## src/rtl/sub_serial_pkg.sv

```systemverilog
// Shared definitions for the bit-serial subtractor: FSM state encoding and
// the counter-width helper.
package sub_serial_pkg;

    typedef enum logic [1:0] {
        S_IDLE = 2'd0,
        S_RUN  = 2'd1,
        S_DONE = 2'd2
    } state_t;

    // Bits needed to count 0..w, never less than one.
    function automatic int unsigned cnt_width(input int unsigned w);
        return (w + 1 <= 2) ? 1 : $clog2(w + 1);
    endfunction

endpackage

```

## src/rtl/sub_serial_seq_if.sv

```systemverilog
// Operand/result handshake bundle for sub_serial_seq.
//   in_valid/in_ready  : operand handshake carrying x, y, b_in
//   out_valid/out_ready: result handshake carrying diff, b_out
//   busy               : operation in flight (RUN or DONE)
// master = producer/consumer side, slave = the subtractor.
interface sub_serial_seq_if #(
    parameter int unsigned WIDTH = 4
);
    logic             in_valid;
    logic             in_ready;
    logic [WIDTH-1:0] x;
    logic [WIDTH-1:0] y;
    logic             b_in;
    logic             out_valid;
    logic             out_ready;
    logic [WIDTH-1:0] diff;
    logic             b_out;
    logic             busy;

    modport master (
        output in_valid, x, y, b_in, out_ready,
        input  in_ready, out_valid, diff, b_out, busy
    );

    modport slave (
        input  in_valid, x, y, b_in, out_ready,
        output in_ready, out_valid, diff, b_out, busy
    );
endinterface

```

## src/rtl/sub_serial_bit.sv

```systemverilog
// One-bit full subtractor cell: d = x - y - b_in (mod 2), b_out = borrow.
//   x, y, b_in : operand bits and incoming borrow
//   d, b_out   : difference bit and outgoing borrow
module sub_serial_bit (
    input  logic x,
    input  logic y,
    input  logic b_in,
    output logic d,
    output logic b_out
);
    assign d     = x ^ y ^ b_in;
    assign b_out = (~x & y) | (~(x ^ y) & b_in);
endmodule

```

## src/rtl/sub_serial_seq.sv

```systemverilog
// Bit-serial subtractor: diff = x - y - b_in, one bit per clock, LSB first,
// through a single sub_serial_bit cell and a borrow flop.
//   clk, rst : clock, synchronous active-high reset
//   bus      : slave side of sub_serial_seq_if (operands in, result out, busy)
// Result appears WIDTH cycles after the accepting edge and is held until taken.
module sub_serial_seq
    import sub_serial_pkg::*;
#(
    parameter int unsigned WIDTH = 4
) (
    input logic            clk,
    input logic            rst,
    sub_serial_seq_if.slave bus
);
    localparam int unsigned      CNT_W    = cnt_width(WIDTH);
    localparam logic [CNT_W-1:0] CNT_LAST = CNT_W'(WIDTH - 1);

    state_t           state;
    logic [WIDTH-1:0] xs;
    logic [WIDTH-1:0] ys;
    logic [WIDTH-1:0] dsh;
    logic [WIDTH-1:0] dsh_nxt;
    logic [CNT_W-1:0] cnt;
    logic             bor;
    logic             cell_d;
    logic             cell_b;

    // The single cell is reused every cycle in place of a ripple chain.
    sub_serial_bit u_bit (
        .x    (xs[0]),
        .y    (ys[0]),
        .b_in (bor),
        .d    (cell_d),
        .b_out(cell_b)
    );

    // Result shifts in from the MSB so the LSB computed first ends at bit 0.
    always_comb begin
        dsh_nxt            = dsh >> 1;
        dsh_nxt[WIDTH-1]   = cell_d;
    end

    assign bus.in_ready = (state == S_IDLE) & ~rst;

    // FSM, datapath registers and registered outputs.
    always_ff @(posedge clk) begin
        if (rst) begin
            state         <= S_IDLE;
            xs            <= '0;
            ys            <= '0;
            dsh           <= '0;
            cnt           <= '0;
            bor           <= 1'b0;
            bus.out_valid <= 1'b0;
            bus.diff      <= '0;
            bus.b_out     <= 1'b0;
            bus.busy      <= 1'b0;
        end else begin
            case (state)
                S_IDLE: begin
                    if (bus.in_valid) begin
                        xs       <= bus.x;
                        ys       <= bus.y;
                        bor      <= bus.b_in;
                        cnt      <= '0;
                        bus.busy <= 1'b1;
                        state    <= S_RUN;
                    end
                end
                S_RUN: begin
                    xs  <= xs >> 1;
                    ys  <= ys >> 1;
                    bor <= cell_b;
                    dsh <= dsh_nxt;
                    cnt <= cnt + CNT_W'(1);
                    if (cnt == CNT_LAST) begin
                        bus.diff      <= dsh_nxt;
                        bus.b_out     <= cell_b;
                        bus.out_valid <= 1'b1;
                        state         <= S_DONE;
                    end
                end
                S_DONE: begin
                    if (bus.out_ready) begin
                        bus.out_valid <= 1'b0;
                        bus.busy      <= 1'b0;
                        state         <= S_IDLE;
                    end
                end
                default: state <= S_IDLE;
            endcase
        end
    end
endmodule
```

## src/flat_wrapper.sv

```systemverilog
// flat-port wrapper written by rule: the top's interface ports become plain ports
module sub_serial_seq_flat import sub_serial_pkg::*;
#(
    parameter int unsigned WIDTH = 4
)
  (clk, rst, bus_in_valid, bus_x, bus_y, bus_b_in, bus_out_ready, bus_in_ready, bus_out_valid, bus_diff, bus_b_out, bus_busy);
  sub_serial_seq_if #(.WIDTH(WIDTH)) bus_i ();
  input logic clk;
  input logic rst;
  input wire logic [$bits(bus_i.in_valid)-1:0] bus_in_valid;
  input wire logic [$bits(bus_i.x)-1:0] bus_x;
  input wire logic [$bits(bus_i.y)-1:0] bus_y;
  input wire logic [$bits(bus_i.b_in)-1:0] bus_b_in;
  input wire logic [$bits(bus_i.out_ready)-1:0] bus_out_ready;
  output wire logic [$bits(bus_i.in_ready)-1:0] bus_in_ready;
  output wire logic [$bits(bus_i.out_valid)-1:0] bus_out_valid;
  output wire logic [$bits(bus_i.diff)-1:0] bus_diff;
  output wire logic [$bits(bus_i.b_out)-1:0] bus_b_out;
  output wire logic [$bits(bus_i.busy)-1:0] bus_busy;
  assign bus_i.in_valid = bus_in_valid;
  assign bus_i.x = bus_x;
  assign bus_i.y = bus_y;
  assign bus_i.b_in = bus_b_in;
  assign bus_i.out_ready = bus_out_ready;
  assign bus_in_ready = bus_i.in_ready;
  assign bus_out_valid = bus_i.out_valid;
  assign bus_diff = bus_i.diff;
  assign bus_b_out = bus_i.b_out;
  assign bus_busy = bus_i.busy;
  sub_serial_seq #(.WIDTH(WIDTH)) u_core (.clk(clk), .rst(rst), .bus(bus_i));
endmodule
```

## config.mk

```make
export PLATFORM = sky130hd
export DESIGN_NAME = sub_serial_seq_flat
export DESIGN_NICKNAME = d
export VERILOG_FILES = /design/src/rtl/sub_serial_pkg.sv /design/src/rtl/sub_serial_seq_if.sv /design/src/rtl/sub_serial_bit.sv /design/src/rtl/sub_serial_seq.sv /design/src/flat_wrapper.sv
export SDC_FILE = /design/constraint.sdc
export NUM_CORES = 1
export LEC_CHECK = 0
export CORE_AREA = 2 2 53 55
export CTS_CLUSTER_SIZE = 28
export DETAILED_ROUTE_END_ITERATION = 8
export DIE_AREA = 0 0 55 57
export PLACE_DENSITY_LB_ADDON = 0.08
export SLEW_MARGIN = 20
export SYNTH_ARGS = -nofsm -noshare
export SYNTH_HDL_FRONTEND = slang
export SYNTH_SLANG_ARGS = --single-unit
```

## constraint.sdc

```tcl
create_clock -name clk -period 3.82 [get_ports clk]
set_input_delay 1.146 -clock clk [delete_from_list [all_inputs] [get_ports clk]]
set_output_delay 1.146 -clock clk [all_outputs]
set_load 0.005 [all_outputs]
```

==> results.tsv, run 1 <==
metric	value	unit
Post-Syn Area	1090	sq um
port buffer count	20	
Inst Count DP	170	
Syn Area/Cell	8.62	sq um
initial antenna violation count	0	
Fmax	0.291	GHz
post-synth net total	144	
Num Clock Sinks	24	
nets	161	
CP Max Fanout	2	
Setup TNS Final	0	ns
via count	912	
Finished Layout Cells	174	
layout cell share with drive strength beyond 1	0.119	
Routability Congestion	0.690	
internal power	0.362	mW
Routed Wire Length	2280	um
Tcrit/Tclk final	0.901	
Die Y	57	um
switching pwr	0.123	mW
post-cts repair resize count	0	
filler cell count	272	
startpoint types	primary input	
Final min period	3.44	ns
DP HPWL	1540	um
root buffer cell	clkbuf_4	
die width	55	um
WL per Instance	13.1	um
crit path DAT	2.30	ns
Seq/Total Area, Yosys	0.439	
CP endpoint kind	output pin	
sequential power share	0.569	
global-route wire length before repair	3910	um
DRT iter0 DRCs	16	
synthesis-to-finish area growth	21.7	%
Crit path required time	2.67	ns
Max-Cap Viols	0	
Worst-path clk slew	0.13	ns
Most used DFF post-synth	dfxtp_1	
Yosys warnings	0	
H-tree levels	1	
Final Max Slew Viols	0	
Pre-antenna DRT Iters	4	
number of placement rows	19	
CTS tree	built	
Cell Pwr Density	364	nW/um^2
Async SR Flop Fraction	0	
Leak	0.484	nW
status	completed	
Boundary Pins	21	
Final Skew	0.00207	ns
Fin. Hold Viols	0	
setup ws final	0.378	ns
hold buffer count at CTS	0	
max_slew headroom	0.612	
Synth cell types	32	
GR Overflow Total	0	
DIE AREA	3140	sq um
Core Area	2620	sq um
RSZ-0062 raised after global routing	false	
CTS buffer count	3	
buffer count from post-CTS setup fixing	0	
actual slew at the worst max-slew pin	0.581	ns
drt via density	5.24	
CP Class	in2out	
DP Worst Slack	0.369	ns
Worst Hold Class	reg2reg	
Post-route DRC	0	
Gate power share	0.149	
Clock Power Share	0.282	
Mapped Cells	127	
Seq cells post-synth	24	
Detail Route Antenna Nets	0	
CTS Buffer Depth	2	
Max VDD drop	0.000324	V
vias in the first global route	886	
diode count	0	
GRT Overall Usage	0.173	
Sw Share	0.253	
largest net degree at the start of global routing	25	
final setup fails	0	
Starting Density	0.419	
worst skew pair latency	0.32	ns
Post-synth EDFFs	0	
critical path, cell delays in order:
cell	delay [ns]
clkdlybuf4s50_1	0.46
nor3_1	0.16
clkdlybuf4s50_1	0.53
cells by family after synthesis:
kind of cell | after synthesis | synth area share
flip-flops | 24 | 0.439
AO/OA/AOI/OAI | 37 | 0.210
AND/OR/NAND/NOR | 43 | 0.217
buffers and inverters | 18 | 0.0720
multiplexers | 1 | 0.00914
adder cells (fa/ha/maj) | 4 | 0.0526
registers in the layout (all words and copies together), names as in the netlist:
register and cells:
u_core.bus.b_out 1, u_core.state 2, u_core.xs 4, u_core.ys 4, u_core.bus.diff 4, u_core.bus.busy 1, u_core.bus.out_valid 1, u_core.dsh 3
u_core.cnt 3, u_core.bor 1
layout by cell type (no fill, tap or decap), types with 2 or more instances in the layout:
master           instances
clkdlybuf4s50_1         20
ha_1                     3
nor2_1                   7
o21ai_0                  3
clkbuf_4                 3
a2bb2oi_1                2
inv_1                    8
nor3_1                   5
dfxtp_1                 24
o221a_2                  3
nand2b_1                 2
nand2_1                 11
nand3_1                  4
o22ai_1                  3
nand3b_1                 3
or3b_2                   3
or2_2                    3
a21oi_1                 21
layer usage:
| metal | GRT usage | wire length, um | vias to the layer above |
|---|---|---|---|
| met2 | 0.277 | 1060 | 17 |
| met5 | 0 | 0 | - |
| met1 | 0.208 | 1080 | 420 |
| met3 | 0.0550 | 93 | 4 |
| met4 | 0.0732 | 41 | 0 |
| li1 | - | - | 471 |
final timing paths:
check	from	to	slack [ns]	cells past startpoint
worst max-delay path	rst	bus_in_ready	0.38	3
worst min-delay path	u_core.dsh[1]	u_core.dsh[1]	0.46	2
worst max register to register	u_core.state[0]	u_core.bus.b_out	2.24	3
worst min register to register	u_core.dsh[1]	u_core.dsh[1]	0.46	2
stage by stage:
step / hold WS [ns] / power (mW) / util / cell area [sq um]
after floorplan: 0.437 / 0.328 / - / 1090
after global placement: 0.444 / 0.352 / 0.496 / 1300
after detailed placement: 0.448 / 0.354 / 0.496 / 1300
after CTS: 0.466 / 0.490 / 0.510 / 1330
after global routing: 0.490 / 0.510 / 0.510 / 1330
final: 0.463 / 0.485 / 0.510 / 1330
power groups by stage:
stage	combinational, mW	sequential (mW)	clock (mW)
2_1_floorplan	0.0521	0.276	0
3_3_place_gp	0.0707	0.281	0
3_5_place_dp	0.0727	0.281	0
4_1_cts	0.0731	0.276	0.141
5_1_grt	0.0813	0.278	0.151
6_report	0.0725	0.276	0.137
area by class of cell:
type / instances / area, sq um / share of cell area
well taps: 31 / 38.8 / 0.0291
inverters: 9 / 33.8 / 0.0254
clock buffers: 4 / 36.3 / 0.0272
repair buffers: 21 / 208 / 0.156
multi-input cells: 85 / 536 / 0.402
flip-flops and latches: 24 / 480 / 0.361
synthesized netlist by cell type (3+ instances only):
library cell,n,share of area
inv_1,8,0.027
or3b_2,3,0.024
or2_2,3,0.017
ha_1,3,0.034
nor2_1,7,0.024
nand2_1,11,0.038
nand3_1,4,0.018
nor3_1,5,0.023
dfxtp_1,24,0.44
a21oi_1,21,0.096
o21ai_0,3,0.014
o221a_2,3,0.031
buf_2,3,0.014
clkbuf_1,4,0.014
o22ai_1,3,0.017
nand3b_1,3,0.021
Note: power is estimated with default switching activity, not from simulation.
==> run 2, diff against run 1 <==
--- a/config.mk
+++ b/config.mk
@@ -5,12 +5,13 @@
 export SDC_FILE = /design/constraint.sdc
 export NUM_CORES = 1
 export LEC_CHECK = 0
-export CORE_AREA = 2 2 53 55
+export CORE_AREA = 2 2 52 54
 export CTS_CLUSTER_SIZE = 28
 export DETAILED_ROUTE_END_ITERATION = 8
-export DIE_AREA = 0 0 55 57
-export PLACE_DENSITY_LB_ADDON = 0.08
+export DIE_AREA = 0 0 54 56
+export PLACE_DENSITY_LB_ADDON = 0.12
 export SLEW_MARGIN = 20
 export SYNTH_ARGS = -nofsm -noshare
 export SYNTH_HDL_FRONTEND = slang
+export SYNTH_HIERARCHICAL = 1
 export SYNTH_SLANG_ARGS = --single-unit
==> run 2 against run 1 <==
Net effect: wire length fell by 16%; sequential power barely moved; count of clock-buffer cells in the layout unchanged; sequential cell count did not move; maximum frequency grew 0.48%; via count decreased by 12%; sequential share of layout area increased by 1.5 points; final area shrank 3.9%; critical path type unchanged; critical endpoint unchanged; largest power group unchanged.
==> results.tsv, run 2 <==
metric	value	unit	change
Boundary Pins	21		unchanged
Final Max Slew Viols	0		unchanged
Setup TNS Final	0	ns	unchanged
sequential power share	0.579		+0.010
CP Class	in2out		
WL per Instance	11.6	um	-11%
die width	54	um	-1.8%
CTS Buffer Depth	2		unchanged
cell taking the most area after synthesis	dfxtp_1		
RSZ-0062 raised after global routing	false		
Most used DFF post-synth	dfxtp_1		
cell with the most instances after synthesis	dfxtp_1		
diode count	0		unchanged
max_slew headroom	0.499		-0.113
Max-Cap Viols	0		unchanged
CP Max Fanout	2		unchanged
Final Skew	0.0106	ns	+0.00854 ns
CTS tree	built		
DP HPWL	1310	um	-15%
Starting Density	0.434		+0.0150
drt via density	4.91		-6.2%
status	completed		
switching pwr	0.113	mW	-7.9%
Post-Syn Area	1050	sq um	-3.7%
Cell Pwr Density	369	nW/um^2	+1.4%
initial antenna violation count	0		unchanged
Synth cell types	25		-22%
Post-route DRC	0		unchanged
largest net degree at the start of global routing	25		unchanged
Worst Hold Class	reg2reg		
DRT iter0 DRCs	13		-3
crit path DAT	2.28	ns	-0.02 ns
actual slew at the worst max-slew pin	0.748	ns	+0.167 ns
nets	151		-6.2%
CTS buffer count	3		unchanged
largest registers	u_core/bus.diff (4), u_core/xs (4), u_core/ys (4)		
startpoint types	primary input		
Fin. Hold Viols	0		unchanged
worst skew pair latency	0.31	ns	about the same
Sw Share	0.240		-0.0137
Pre-antenna DRT Iters	4		unchanged
Post-synth EDFFs	0		unchanged
Core Area	2430	sq um	-7.0%
root buffer cell	clkbuf_4		
final setup fails	0		unchanged
buffer count from post-CTS setup fixing	0		unchanged
GRT Overall Usage	0.141		-0.0320
CP endpoint kind	output pin		
Mapped Cells	117		-7.9%
internal power	0.359	mW	-0.82%
post-layout util	0.526		+0.0167
hold buffer count at CTS	0		unchanged
Tcrit/Tclk final	0.897		-0.00428
Routed Wire Length	1900	um	-16%
post-cts repair resize count	0		unchanged
post-synth net total	133		-7.6%
via count	806		-12%
Gate power share	0.144		-0.005
filler cell count	236		-13%
port buffer count	20		unchanged
GR Overflow Total	0		unchanged
vias in the first global route	723		-18%
H-tree levels	1		unchanged
Seq/Total Area, Yosys	0.456		+0.0167
commonest non-fill, non-tap cell in the layout	dfxtp_1		
Crit path required time	2.67	ns	about the same
Num Clock Sinks	24		unchanged
Worst-path clk slew	0.12	ns	about the same
Final min period	3.43	ns	-0.0164 ns
synthesis-to-finish area growth	21.4	%	
Seq cells post-synth	24		unchanged
Die Y	56	um	-1.8%
Leak	0.482	nW	-0.40%
most frequent cells in the layout	dfxtp_1, clkdlybuf4s50_1, a21oi_1, inv_1		
Yosys top cell area share	0.456		+0.0167
Max VDD drop	0.000197	V	-39%
layout cell share with drive strength beyond 1	0.112		-0.00694
global-route wire length before repair	3150	um	-19%
DIE AREA	3020	sq um	-3.5%
Detail Route Antenna Nets	0		unchanged
Synth area leaders	dfxtp_1, a21oi_1, o221a_2, inv_1, mux2i_1		
Clock Power Share	0.277		-0.005
Yosys warnings	6		+6
Async SR Flop Fraction	0		unchanged
number of placement rows	18		-1
Syn Area/Cell	9.02	sq um	+4.6%
Fmax	0.292	GHz	+0.48%
Post-synth top cells	dfxtp_1, a21oi_1, inv_1		
Routability Congestion	0.691		+0.17%
run 2: cell count changes after synthesis, moves of 2 or more:
cell and change:
a21oi_1 -3, a2bb2oi_1 -2, clkbuf_1 -2, inv_1 +6, mux2i_1 +3, nand2_1 -4
nand2b_1 -2, nor3_1 -3, o221a_2 +4, o22ai_1 -3, or2_2 -3, or3b_2 -3
run 2: critical path, cell delays in order:
cell,delay [ns]
clkdlybuf4s50_1,0.45
nor3_1,0.15
clkdlybuf4s50_1,0.53
run 2: metrics by stage:
step / total power [mW] / worst slack [ns] / cell area (sq um) / hold WS [ns] / std cells
floorplan: 0.325 / 1.05 / 1050 / 0.443 / 117
global placement: 0.347 / 0.386 / 1240 / 0.442 / 160
detailed placement: 0.348 / 0.411 / 1240 / 0.449 / 160
CTS: 0.481 / 0.387 / 1280 / 0.467 / 164
global route: 0.502 / 0.307 / 1280 / 0.493 / 164
finish: 0.472 / 0.394 / 1280 / 0.461 / 164
run 2: path summary, 6_finish.rpt:
kind	end	cells after the start	slack (ns)	start
setup / recovery	bus_in_ready	3	0.39	rst
hold / removal	u_core/bus.diff[1]	2	0.46	u_core/bus.diff[1]
setup reg to reg	u_core/dsh[1]	3	2.13	u_core/state[0]
hold reg to reg	u_core/bus.diff[1]	2	0.46	u_core/bus.diff[1]
run 2: power groups by stage:
stage	logic (mW)	clock network, mW	registers, mW
6_report	0.0682	0.131	0.274
5_1_grt	0.0769	0.150	0.276
4_1_cts	0.0690	0.138	0.274
3_5_place_dp	0.0686	0	0.279
3_3_place_gp	0.0679	0	0.279
2_1_floorplan	0.0498	0	0.276
run 2: cell type report:
cell class / instances / area (sq um) / share of cell area
Inverter: 14 / 52.6 / 0.0411
Clock buffer: 4 / 36.3 / 0.0283
Timing Repair Buffer: 21 / 208 / 0.162
Sequential cell: 24 / 480 / 0.375
Tap cell: 30 / 37.5 / 0.0293
Multi-Input combinational cell: 71 / 465 / 0.364
run 2: metal layers:
layer,vias to the layer above,routed length [um],track usage
li1,434,-,-
met1,353,1000,0.198
met2,17,797,0.192
met3,2,87,0.0376
met4,0,14,0.0750
met5,-,0,0
run 2: cell families after synthesis:
kind of cell | share of synthesized area
AOI/OAI and AO/OA | 0.208
and+or+nand+nor | 0.153
DFF | 0.456
buffers and inverters | 0.103
muxes | 0.0380
adders and majority gates | 0.0427
==> run 3, diff against run 2 <==
==> constraint.sdc (replaced) <==
create_clock -name clk -period 3 [get_ports clk]
set_input_delay 0.9 -clock clk [delete_from_list [all_inputs] [get_ports clk]]
set_output_delay 0.9 -clock clk [all_outputs]
set_load 0.005 [all_outputs]
==> run 3 against run 2 <==
Net effect: wire length down 1.4%; first-iteration DRC count increased by 23%; register-to-register slack lost 0.80 ns; non-clock buffer count unchanged; highest routed layer unchanged; cell count stayed put; clock power rose by 25%; worst hold slack better by 0.0011 ns; worst setup slack improved by 0.058 ns; die area is the same; final area rose by 0.20%; utilization increased by 0.10 points; critical endpoint unchanged.
==> results.tsv, run 3 (synthesized netlist as in run 2, its figures left out) <==
metric	value	unit	change
port buffer count	20		unchanged
Setup TNS Final	0	ns	unchanged
R2R setup slack	1.33	ns	-0.80 ns
Final Max Slew Viols	0		unchanged
global-route wire length before repair	3190	um	+1.3%
final setup fails	0		unchanged
CTS buffer count	3		unchanged
GR Overflow Total	0		unchanged
die width	54	um	unchanged
Detail Route Antenna Nets	0		unchanged
Leak	0.494	nW	+2.4%
nets	151		unchanged
actual slew at the worst max-slew pin	0.745	ns	-0.00311 ns
CP Class	in2out		
Worst path max stage delay	0.45	ns	-0.08 ns
H-tree levels	1		unchanged
Worst Hold Class	reg2reg		
Num Clock Sinks	24		unchanged
Final min period	2.55	ns	
initial antenna violation count	0		unchanged
Hold Startpoint	u_core/bus.diff[1]		
Post-route DRC	0		unchanged
most frequent cells in the layout	dfxtp_1, clkdlybuf4s50_1, a21oi_1, inv_1		
crit path cell chain	clkdlybuf4s50_1, nor3_1, dlymetal6s2s_1		
worst r2r src	u_core/state[0]		
DRT iter0 DRCs	16		+3
Die Y	56	um	unchanged
Crit path required time	2.10	ns	-0.57 ns
largest registers	u_core/bus.diff (4), u_core/xs (4), u_core/ys (4)		
CP bufs+invs	2		unchanged
worst skew pair latency	0.30	ns	about the same
Reg-to-Reg End	u_core/xs[1]		
Max VDD drop	0.000252	V	+28%
WHS Endpoint	u_core/bus.diff[1]		
Pre-antenna DRT Iters	4		unchanged
startpoint types	primary input		
CTS tree	built		
Final Skew	0.00364	ns	-0.00697 ns
WL per Instance	11.4	um	-1.4%
commonest non-fill, non-tap cell in the layout	dfxtp_1		
Fin. Hold Viols	0		unchanged
DP HPWL	1310	um	+0.25%
status	completed		
FF-to-FF path depth	3		unchanged
root buffer cell	clkbuf_4		
Max-Cap Viols	0		unchanged
via count	804		-0.25%
synthesis-to-finish area growth	21.6	%	
largest net degree at the start of global routing	25		unchanged
CP endpoint kind	output pin		
RSZ-0062 raised after global routing	false		
WHS Path Cells	2		unchanged
drt via density	4.90		-0.25%
diode count	0		unchanged
GRT Overall Usage	0.141		about the same
Starting Density	0.434		unchanged
CTS Buffer Depth	2		unchanged
Routed Wire Length	1870	um	-1.4%
Routability Congestion	0.691		about the same
hold buffer count at CTS	0		unchanged
Tcrit/Tclk final	0.849		
Worst-path clk slew	0.12	ns	about the same
max_slew headroom	0.501		+0.00208
vias in the first global route	725		+0.28%
Fmax	0.393	GHz	
CP Max Fanout	2		unchanged
Slowest cell on crit path	clkdlybuf4s50_1		
layout cell share with drive strength beyond 1	0.112		unchanged
crit path DAT	1.65	ns	-0.63 ns
DIE AREA	3020	sq um	unchanged
Core Area	2430	sq um	unchanged
number of placement rows	18		unchanged
top cell family by delay on the critical path	buffers and inverters		
post-layout util	0.527		+0.00103
Cell Pwr Density	467	nW/um^2	+26%
Boundary Pins	21		unchanged
## run 3: routing by layer
layer	vias to the layer above	track usage	wire length (um)
met1	353	0.202	982
met4	0	0.0643	15
met3	2	0.0376	88
li1	434	-	-
met5	-	0	0
met2	15	0.192	786
## run 3: tightest hold or removal path, delay by kind of cell, from the launching register on
kind,cells,cell delay (ns)
compound gates,1,0.05
flops,1,0.33
simple gates,1,0.05
## run 3: stage by stage
stage / hold slack (ns) / std cells / area [sq um] / worst slack [ns] / total power, mW
floorplan: 0.443 / 117 / 1050 / 0.725 / 0.414
global placement: 0.442 / 160 / 1240 / 0.0583 / 0.441
detailed placement: 0.449 / 160 / 1240 / 0.0838 / 0.443
CTS: 0.467 / 164 / 1280 / 0.0603 / 0.610
global route: 0.493 / 164 / 1280 / 0.378 / 0.638
finish: 0.463 / 164 / 1280 / 0.452 / 0.598
## run 3: where the power goes
part	internal (mW)	total, mW	leakage (nW)	switching, mW
sequential	0.336	0.348	0.196	0.0123
combinational	0.0471	0.0866	0.277	0.0395
clock	0.0740	0.164	0.0210	0.0895
total	0.457	0.598	0.494	0.141
## run 3: what timing repair did
action | in CTS | in global routing
endpoints found under the setup margin | 0 | 1
setup buffers | 0 | 0
resized for setup | 0 | 1
## run 3: final cells by class
type                            count  area [sq um]
Fill cell                         242          1150
Sequential cell                    24           480
Multi-Input combinational cell     71           465
Timing Repair Buffer               21           210
Inverter                           14          52.6
Tap cell                           30          37.5
Clock buffer                        4          36.3
## run 3: worst max path at each step
stage | start | to | slack, ns | depth (start not counted)
6_report | rst | bus_in_ready | 0.45 | 3
5_1_grt | rst | bus_in_ready | 0.38 | 3
4_1_cts | rst | bus_in_ready | 0.06 | 3
3_5_place_dp | rst | bus_in_ready | 0.08 | 3
3_3_place_gp | rst | bus_in_ready | 0.06 | 3
2_1_floorplan | rst | bus_in_ready | 0.73 | 3
